### config.mk
export PLATFORM = sky130hd
export DESIGN_NAME = gray_counter
export DESIGN_NICKNAME = d
export VERILOG_FILES = /design/src/rtl/gray_pkg.sv /design/src/rtl/gray2bin_n.sv /design/src/rtl/gray_counter.sv
export SDC_FILE = /design/constraint.sdc
export NUM_CORES = 1
export LEC_CHECK = 0
export CAP_MARGIN = 20
export CORE_AREA = 2 2 39 41
export DETAILED_ROUTE_END_ITERATION = 12
export DIE_AREA = 0 0 41 43
export PLACE_DENSITY = 0.72
export SETUP_SLACK_MARGIN = 0.1
export SYNTH_ARGS = -nofsm -noshare
export SYNTH_HDL_FRONTEND = slang
export SYNTH_SLANG_ARGS = --single-unit
### constraint.sdc
create_clock -name clk -period 2.9 [get_ports clk]
set_input_delay 0.435 -clock clk [delete_from_list [all_inputs] [get_ports clk]]
set_output_delay 0.435 -clock clk [all_outputs]
set_load 0.1 [all_outputs]
### src/rtl/gray_pkg.sv
// Shared constants and helpers for the binary/Gray counter family.
// bin2gray works on a fixed maximum width; callers zero-extend and slice.
package gray_pkg;

    localparam int DEFAULT_WIDTH = 4;
    localparam int MAX_WIDTH     = 64;

    typedef enum logic {
        DIR_UP = 1'b0,
        DIR_DN = 1'b1
    } dir_e;

    // Upper zero bits stay zero, so truncating the result gives the narrow Gray code.
    function automatic logic [MAX_WIDTH-1:0] bin2gray(input logic [MAX_WIDTH-1:0] x);
        return x ^ (x >> 1);
    endfunction

endpackage

### src/rtl/gray2bin_n.sv
// Combinational Gray-to-binary converter: XOR-prefix chain from the MSB down.
// Kept standalone so other blocks can reuse it.
module gray2bin_n
    import gray_pkg::*;
#(
    parameter int WIDTH = DEFAULT_WIDTH
) (
    input  logic [WIDTH-1:0] i_gray,
    output logic [WIDTH-1:0] o_bin
);

    // Each binary bit is the XOR of all Gray bits at or above it.
    always_comb begin
        logic [WIDTH-1:0] v_bin;
        v_bin            = {WIDTH{1'b0}};
        v_bin[WIDTH-1]   = i_gray[WIDTH-1];
        for (int i = WIDTH - 2; i >= 0; i--) begin
            v_bin[i] = v_bin[i+1] ^ i_gray[i];
        end
        o_bin = v_bin;
    end

endmodule

### src/rtl/gray_counter.sv
// Up/down counter holding a registered binary count, its registered Gray code
// and a one-cycle wrap pulse; loads accept binary or Gray values.
module gray_counter
    import gray_pkg::*;
#(
    parameter int               WIDTH   = DEFAULT_WIDTH,
    parameter logic [WIDTH-1:0] RST_VAL = {WIDTH{1'b0}}
) (
    input  logic             clk,
    input  logic             rst,
    input  logic             en,
    input  logic             dir,
    input  logic             load,
    input  logic             load_is_gray,
    input  logic [WIDTH-1:0] ld_val,
    output logic [WIDTH-1:0] b,
    output logic [WIDTH-1:0] g,
    output logic             wrap
);

    localparam logic [MAX_WIDTH-1:0] RST_G_FULL = bin2gray(MAX_WIDTH'(RST_VAL));
    localparam logic [WIDTH-1:0]     RST_G      = RST_G_FULL[WIDTH-1:0];
    localparam logic [WIDTH-1:0]     ONE        = WIDTH'(1);
    localparam logic [WIDTH-1:0]     ALL_ONES   = {WIDTH{1'b1}};
    localparam logic [WIDTH-1:0]     ALL_ZEROS  = {WIDTH{1'b0}};

    logic [WIDTH-1:0]     r_b;
    logic [WIDTH-1:0]     r_g;
    logic                 r_wrap;

    logic [WIDTH-1:0]     w_ld_bin;
    logic [WIDTH-1:0]     w_ld_sel;
    logic [WIDTH-1:0]     w_nxt_b;
    logic [WIDTH-1:0]     w_nxt_g;
    logic [MAX_WIDTH-1:0] w_nxt_g_full;
    logic                 w_nxt_wrap;

    gray2bin_n #(
        .WIDTH (WIDTH)
    ) u_ld_g2b (
        .i_gray (ld_val),
        .o_bin  (w_ld_bin)
    );

    assign w_ld_sel = load_is_gray ? w_ld_bin : ld_val;

    // Next binary value and wrap flag; load beats count, count beats hold.
    always_comb begin
        w_nxt_b    = r_b;
        w_nxt_wrap = 1'b0;
        if (load) begin
            w_nxt_b    = w_ld_sel;
            w_nxt_wrap = 1'b0;
        end else if (en) begin
            if (dir == DIR_DN) begin
                w_nxt_b    = r_b - ONE;
                w_nxt_wrap = (r_b == ALL_ZEROS);
            end else begin
                w_nxt_b    = r_b + ONE;
                w_nxt_wrap = (r_b == ALL_ONES);
            end
        end else begin
            w_nxt_b    = r_b;
            w_nxt_wrap = 1'b0;
        end
    end

    assign w_nxt_g_full = bin2gray(MAX_WIDTH'(w_nxt_b));
    assign w_nxt_g      = w_nxt_g_full[WIDTH-1:0];

    // State registers; g is always derived from the same next binary value as b.
    always_ff @(posedge clk) begin
        if (rst) begin
            r_b    <= RST_VAL;
            r_g    <= RST_G;
            r_wrap <= 1'b0;
        end else begin
            r_b    <= w_nxt_b;
            r_g    <= w_nxt_g;
            r_wrap <= w_nxt_wrap;
        end
    end

    assign b    = r_b;
    assign g    = r_g;
    assign wrap = r_wrap;

endmodule

==> run_results.csv <==
group,metric,value,unit
clock_tree,post_cts_resized,0,
finish,insertedDiodeCount,0,
timing,fin_skew,3.771,ps
clock_tree,cts_max_level,1,
power,peakVddDrop,355.3,µV
clock_tree,numCtsBuffers,3,
power,p_leak,0.3087,nW
drt,met3_length,57,µm
setup_path,reg2regPathDepth,5,
synth,synth_edf_count,0,
synth,syn_inst,61,
drt,wl_met2,561,µm
clock_tree,ctsHoldBuffers,0,
die,ios,19,
finish,nFillCells,141,
synth,async_flop_share,0,
timing,max_freq,0.4719,GHz
drt,viasPerCell,5.242,
synth,syn-num-nets,74,
placed_design,io_buffers,18,
die,rows,14,
grt,track_usage,0.1547,
clock_tree,cts_root_buffer,"clkbuf_4",
worst_hold_path,hold_depth,4,
setup_path,cp_max_fo,9,
synth,ys_top_cells_by_area,"dfxtp_1 (29%), xnor2_1 (6.4%), nor2_1 (5.5%)",
timing,worst_slack,781.0,ps
grt,grt_max_degree,15,
timing,maxSlewHeadroom,0.7201,
drt,top_layer,"met3",
clock_tree,cts_sinks,8,
setup_path,path_class,"in -> reg",
synth,ys_seq_elements,8,
setup_path,cp.required,3030,ps
timing,rsz0062_at_grt,"false",
synth,ys_warn_count,0,
placed_design,dpl_cell_area,710.7,µm²
drt,postRouteAntennaNets,0,
setup_path,worstPathArrival,2250,ps
timing,tns,0,ps
power,powerDensity,584.4,mW/mm²
setup_path,worstPathCellList,"clkdlybuf4s50_1 > fa_1 > a211oi_1 > nor3_2 > xnor2_1 > nor2_1",
timing,hold_viol,0,
finish,drive_gt1_frac,0.1646,
worst_hold_path,hold_class,"reg -> reg",
setup_path,startpoint_type,"primary input",
synth,netlist.area_leader.share,0.2922,
placed_design,dp_hpwl,882.6,µm
drt,drc,0,
clock_tree,clk_latency,250,ps
finish,area_delta_synth_final,33.79,%
clock_tree,clk_pin_slew_worst_paths,50,ps
placed_design,dp_slack,522.2,ps
flow_run,cap_violations,0,
timing,fin_crit,2119,ps
run_status,outcome,"finished, final reports clean",
die,die_x,41,µm
clock_tree,cts_max_path_buffers,2,
clock_tree,cts_tree,"done",
finish,design_area,733.2,µm²
drt,drt-initial-drc-count,8,
synth,syn_area,548.0,µm²
die,die_h,43,µm
timing,tightest_slew,418.5,ps
synth,yosys-top-cells-count,"dfxtp_1 (8), nor2_1 (8), xnor2_1 (4)",
die,initial_core_util,0.3960,
drt,routed_wl,1092,µm
placed_design,dp_cells,92,
grt,overflow,0,
die,core_area,0.001384,mm²
setup_path,setup.worst_path.end_class,"flip-flop",
grt,grt_first_pass_wirelength,1897,µm
die,design.die.area,0.001763,mm²
drt,drtPass1Iterations,2,
drt,vias,498,
drt,wl_met1,472,µm
synth,synth.distinct_cells,33,
grt,grt_pass1_vias,440,
finish,instances_no_fill,95,
timing,slew_viol_final,0,
synth,yosysTopAreaCell,"dfxtp_1",
synth,syn_avg_cell_area,8.984,µm²
grt,antenna_found_initial,0,
finish,fin_nets,94,
setup_path,cp_slowest_cell,"clkdlybuf4s50_1",
setup_path,cpPeakStageDelay,650,ps
placed_design,gp_congestion,0.6911,
clock_tree,postCtsSetupBuffers,0,
drt,avgRoutedWirePerCell,11.49,µm
synth,ys.flop_type,"dfxtp_1",
synth,yosysSeqAreaShare,0.2922,
timing,finalCritPeriodShare,0.7307,
timing,finalSetupViolCount,0,
cell type report:
| class | instances | area, µm² | share of cell area |
|---|---|---|---|
| inverter | 1 | 3.754 | 0.005119 |
| timing repair buffer | 18 | 157.7 | 0.2150 |
| sequential | 8 | 160.2 | 0.2184 |
| clock buffer | 3 | 22.52 | 0.03072 |
| tap | 16 | 20.02 | 0.02730 |
| multi-input combinational | 49 | 369.1 | 0.5034 |
registers in the layout, summed over array words and instances, names as in the netlist:
name / flops
b: 4
wrap: 1
g: 3
routing by layer:
layer  vias up  track usage
li1        258            -
met1       227       0.2039
met2        13       0.2375
met3         0      0.06283
met4         0      0.02000
met5         -            0
metrics by stage:
stage / power, W / hold WS, ps / util
finish: 0.0004285 / 722.2 / 0.5298
global route: 0.0004540 / 765.4 / 0.5298
CTS: 0.0004345 / 731.1 / 0.5298
detailed placement: 0.0003506 / 707.3 / 0.5136
global placement: 0.0003488 / 707.6 / 0.5136
floorplan: 0.0003007 / 506.6 / -
kinds of logic after synthesis:
kind of cell / synth area share
adders and majority gates: 0.08219
and+or+nand+nor: 0.2900
DFF: 0.2922
AOI/OAI and AO/OA: 0.1484
buffers and inverters: 0.03425
xor gates and xnor gates: 0.1530
placed cells by master (no fill, tap or decap), drive strengths merged, types with 2 or more instances in the layout:
cell type,synthesis,routed
a211oi,2,2
a21o,2,2
a21oi,3,3
buf,1,9
clkbuf,2,3
clkdlybuf4s50,0,9
dfxtp,8,8
ha,2,2
nor2,8,8
nor2b,3,3
nor3,2,2
nor4,2,2
xnor2,4,4
xor2,3,3
critical path, delay by kind of cell:
kind,cells,cell delay [ps]
adders and majority gates,1,490
and+or+nand+nor,2,170
xor gates and xnor gates,1,170
AOI/OAI and AO/OA,1,340
buffers and inverters,1,650
power breakdown:
group	switching, W	internal, W	total [W]
clock network	0.0000345	0.0000471	0.0000816
registers	0.0000123	0.000123	0.000135
logic	0.000146	0.0000652	0.000212
path summary, 6_finish.rpt:
check             from  endpoint  slack, ps
setup / recovery   dir      g[0]        780
hold / removal    b[2]      wrap        720
setup reg to reg  b[0]      g[0]       1150
hold reg to reg   b[2]      wrap        720
(Power assumes the default switching activity.)
